==> config.mk <==
export PLATFORM = sky130hd
export DESIGN_NAME = cv32e40p_instr_packer
export DESIGN_NICKNAME = d
export VERILOG_FILES = /design/src/rtl/cv32e40p_instr_packer.sv
export SDC_FILE = /design/constraint.sdc
export NUM_CORES = 1
export LEC_CHECK = 0
export ABC_AREA = 1
export BUFFER_PORTS_ARGS = -buffer_cell sky130_fd_sc_hd__buf_2
export CORE_UTILIZATION = 40
export DETAILED_ROUTE_END_ITERATION = 7
export SLEW_MARGIN = 20
export SYNTH_ARGS = -nofsm -noshare
export SYNTH_HDL_FRONTEND = slang
export SYNTH_SLANG_ARGS = --single-unit
==> constraint.sdc <==
create_clock -name clk -period 2.7 [get_ports clk]
set_clock_uncertainty 0.15 [all_clocks]
set_input_delay 0.54 -clock clk [delete_from_list [all_inputs] [get_ports clk]]
set_output_delay 0.54 -clock clk [all_outputs]
set_load 0.01 [all_outputs]
==> src/rtl/cv32e40p_instr_packer.sv <==
// Packs a stream of 16/32-bit instructions into word-aligned 32-bit writes
// with byte enables; one emitted word per cycle at most.
module cv32e40p_instr_packer #(
  parameter logic [15:0] PAD_HALF = 16'h0000
) (
  input  logic        clk,
  input  logic        rst,
  input  logic        start_i,
  input  logic [31:0] start_addr_i,
  input  logic        instr_valid_i,
  output logic        instr_ready_o,
  input  logic [31:0] instr_i,
  input  logic        flush_i,
  output logic        word_valid_o,
  input  logic        word_ready_i,
  output logic [31:0] word_o,
  output logic [31:0] word_addr_o,
  output logic [3:0]  word_be_o,
  output logic [31:0] instr_addr_o,
  output logic        idle_o
);

  localparam logic [1:0] S_ALIGNED    = 2'd0;
  localparam logic [1:0] S_HALF       = 2'd1;
  localparam logic [1:0] S_MISALIGNED = 2'd2;

  logic [1:0]  r_state;
  logic [31:0] r_addr;
  logic [15:0] r_half;
  logic        r_word_valid;
  logic [31:0] r_word;
  logic [31:0] r_word_addr;
  logic [3:0]  r_be;

  logic        w_slot_free;
  logic        w_accept;
  logic        w_is32;
  logic        w_flush;
  logic [31:0] w_waddr;
  logic [31:0] w_len;

  logic        w_emit;
  logic [31:0] w_emit_word;
  logic [3:0]  w_emit_be;
  logic [31:0] w_next_addr;
  logic [1:0]  w_next_state;
  logic        w_half_ld;
  logic [15:0] w_next_half;

  assign w_slot_free   = !r_word_valid || word_ready_i;
  assign instr_ready_o = w_slot_free && !start_i && !flush_i && !rst;
  assign w_accept      = instr_valid_i && instr_ready_o;
  assign w_is32        = (instr_i[1:0] == 2'b11);
  assign w_len         = w_is32 ? 32'd4 : 32'd2;
  assign w_waddr       = {r_addr[31:2], 2'b00};
  assign w_flush       = !start_i && flush_i && w_slot_free
                         && (r_state == S_HALF);

  always_comb begin
    w_emit       = 1'b0;
    w_emit_word  = 32'h0;
    w_emit_be    = 4'h0;
    w_next_addr  = r_addr;
    w_next_state = r_state;
    w_half_ld    = 1'b0;
    w_next_half  = r_half;
    if (w_flush) begin
      w_emit       = 1'b1;
      w_emit_word  = {PAD_HALF, r_half};
      w_emit_be    = 4'b0011;
      w_next_state = S_MISALIGNED;
    end else if (w_accept) begin
      w_next_addr = r_addr + w_len;
      unique case (r_state)
        S_HALF: begin
          w_emit      = 1'b1;
          w_emit_word = {instr_i[15:0], r_half};
          w_emit_be   = 4'b1111;
          if (w_is32) begin
            w_half_ld   = 1'b1;
            w_next_half = instr_i[31:16];
          end else begin
            w_next_state = S_ALIGNED;
          end
        end
        S_MISALIGNED: begin
          w_emit      = 1'b1;
          w_emit_word = {instr_i[15:0], PAD_HALF};
          w_emit_be   = 4'b1100;
          if (w_is32) begin
            w_half_ld    = 1'b1;
            w_next_half  = instr_i[31:16];
            w_next_state = S_HALF;
          end else begin
            w_next_state = S_ALIGNED;
          end
        end
        default: begin
          if (w_is32) begin
            w_emit      = 1'b1;
            w_emit_word = instr_i;
            w_emit_be   = 4'b1111;
          end else begin
            w_half_ld    = 1'b1;
            w_next_half  = instr_i[15:0];
            w_next_state = S_HALF;
          end
        end
      endcase
    end
  end

  always_ff @(posedge clk) begin
    if (rst) begin
      r_state      <= S_ALIGNED;
      r_addr       <= 32'h0;
      r_half       <= 16'h0;
      r_word_valid <= 1'b0;
      r_word       <= 32'h0;
      r_word_addr  <= 32'h0;
      r_be         <= 4'h0;
    end else begin
      if (r_word_valid && word_ready_i)
        r_word_valid <= 1'b0;
      if (start_i) begin
        // A word already presented survives a restart until handshake.
        r_addr  <= start_addr_i & ~32'h1;
        r_state <= start_addr_i[1] ? S_MISALIGNED : S_ALIGNED;
        r_half  <= 16'h0;
      end else begin
        r_addr  <= w_next_addr;
        r_state <= w_next_state;
        if (w_half_ld)
          r_half <= w_next_half;
        if (w_emit) begin
          r_word_valid <= 1'b1;
          r_word       <= w_emit_word;
          r_word_addr  <= w_waddr;
          r_be         <= w_emit_be;
        end
      end
    end
  end

  assign word_valid_o = r_word_valid;
  assign word_o       = r_word;
  assign word_addr_o  = r_word_addr;
  assign word_be_o    = r_be;
  assign instr_addr_o = r_addr;
  assign idle_o       = (r_state != S_HALF) && !r_word_valid;

endmodule

==> reports/metrics.cfg <==
[status]
outcome = completed

[die]
chipWidth_um = 123
die_y_um = 123
die-area_um2 = 15100
row_count = 43
initial_core_util_pct = 41.5
io_pins = 173
placeableCoreArea_um2 = 14100

[layout]
syn_to_final_growth_pct = 26.6
num_antenna_cells = 0
drive_gt1_share_pct = 23.3
finalNetCount = 1095

[sta]
timing.final.crit_share_pct = 88.3
rsz0062_at_grt = false
tightest_slew_ps = 578
clock.fmax_ghz = 0.419
layout_min_cycle_time_ps = 2380
tns_ps = 0
hold_viol = 0
holdWs_ps = 259
finalSetupViolCount = 0
drv_slew = 0
max_slew_margin_pct = 61.5
layout_setup_ws_ps = 315

[placement]
io_buffers = 168
dp.final_hpwl_um = 13600
gp_congestion = 0.932
post-place-ws_ps = 223

[synth]
synthTopCellsByCount = 210 x nand2_1, 114 x dfxtp_1, 79 x a21oi_1, 79 x nor2_1, 60 x inv_1
synth_top_area_share_pct = 39.0
synth_area_leaders = dfxtp_1 39%, nand2_1 13%, a21oi_1 6.8%
avgSynthCellArea_um2 = 6.80
syn_area_um2 = 5860
ys_types = 38
synth.most_common_cell = nand2_1
synth_seq_area_share_pct = 39.0
synthFlopType = dfxtp_1
ys_ff_latch = 114
synth_edf_count = 0
yosysTopAreaCell = dfxtp_1
synth_cells = 861
yosys_warnings = 0
ys_async_sr_fraction_pct = 0

[detailed_routing]
routedWlPerCell_um = 15.8
dr.pass1.iters = 5
routed_wl_um = 19200
vias_per_cell = 5.28
dr_total_vias = 6404
drtAntennaViolNets = 0
drc = 0
drt_first_iter_violations = 611

[pwr]
pwr-share-comb_pct = 11.0
p_switching_mw = 1.16
p_leak_nw = 3.31
seq_power_share_pct = 40.4
p_int_mw = 3.28
ir_drop_mv = 0.475
power_density_nw_per_um2 = 598
swShare_pct = 26.1
finalPower_mw = 4.44
power_frac_clock_pct = 48.7

[worst_setup_path]
crit_fanout = 35
startpoint = r_state[0]
crit_type = flop to flop
start_kind = flop
r2r-start = r_state[0]
worstPathRequired_ps = 2900
cp.arrival_ps = 2580
cp-end-kind = flop
r2r_cells = 8

[global_route]
grt_max_degree = 55
grt_pass1_wl_um = 29900
grt_use_total_pct = 26.0
grt_pass1_vias = 5608
grt_overflow = 0
antenna_found_initial = 0

[min_path]
hold_depth = 3
hp-class = input pin to flop
hold_start = instr_i[30]

[clocking]
cts.sinks = 114
cts_tree = done
cts_root_buffer = clkbuf_16
htree_levels = 4
numCtsBuffers = 17
cts_resized = 0
clockBufferDepth = 2
cts_setup_buffers = 0
holdBufCountCts = 0
clock_latency_ps = 420
path_clk_slew_ps = 50

[run]
maxCapViolCount = 0

## routing by layer
layer	up-vias	track usage, %	routed length, um
met1	2919	39.3	9700
met2	248	36.1	7770
met5	-	0	0
met4	0	6.55	191
met3	15	6.55	1540
li1	3222	-	-
## metrics by stage
| step | instance area [um^2] | utilization [%] | cells |
|---|---|---|---|
| finish | 7410 | 52.6 | 1213 |
| global route | 7410 | 52.6 | 1213 |
| CTS | 7410 | 52.6 | 1213 |
| detailed placement | 6850 | 48.6 | 1181 |
| global placement | 6850 | 48.6 | 1181 |
| floorplan | 5860 | - | 863 |
## power by group through the flow
stage	Sequential [mW]	Clock (mW)	Combinational (mW)
floorplan	1.84	0	0.261
global placement	1.82	0	0.481
detailed placement	1.82	0	0.482
CTS	1.79	2.18	0.485
global route	1.80	2.27	0.541
finish	1.79	2.16	0.487
## area by class of cell
cell class	count	area (um^2)
clock buffers	20	447
clock inverters	12	115
fillers	1506	6680
inverters	69	262
multi-input cells	625	3030
flip-flops and latches	114	2280
well taps	180	225
repair buffers	193	1050
## cells by family after synthesis
logic type / Yosys count / synth area share, %
adders and majority gates: 5 / 1.07
AOI/OAI and AO/OA: 236 / 22.8
buffers and inverters: 124 / 9.46
and+or+nand+nor: 378 / 27.2
xor gates and xnor gates: 3 / 0.449
DFF: 114 / 39.0
other: 1 / 0.0640
## worst max-delay path, stage by stage, from the launching register on
cell     delay [ps]
dfxtp_1         360
ha_1            290
nand4_1         320
inv_2           360
nor2_4           80
inv_4           270
buf_12          230
o21ai_1          80
a21oi_1         130
## cell usage in the layout (no fill, tap or decap), types with 3 or more instances in the layout
cell type  Yosys  routed
conb_1         1       3
a211oi_1       3       3
clkinv_2       0       8
nor2_2         3       3
nand4_1        8       8
buf_4          9      23
nor3_1        17      17
o22ai_1        3       3
a21oi_1       79      79
nand2_1      210     210
nor2_1        79      79
xor2_1         3       3
o21ai_1       40      40
nand3_1       51      51
dfxtp_1      114     114
o21ai_0       50      50
a31oi_1       29      29
o211a_1        8       8
clkbuf_16      0      17
inv_1         60      60
a22oi_1       15      15
inv_2          7       7
ha_1           5       5
buf_2         12     168
o211ai_1       4       4
## state kept, by name (all words and copies together), names as in the netlist
signal        count
word_valid_o      1
r_state           2
word_o           32
word_be_o         2
r_half           16
instr_addr_o     31
word_addr_o      30
## worst paths after layout
kind	slack (ps)	endpoint
setup reg to reg	320	word_addr_o[21]
hold reg to reg	310	word_o[11]
setup / recovery	320	word_addr_o[21]
hold / removal	260	r_half[14]
Power figures use the tool's default switching activity.
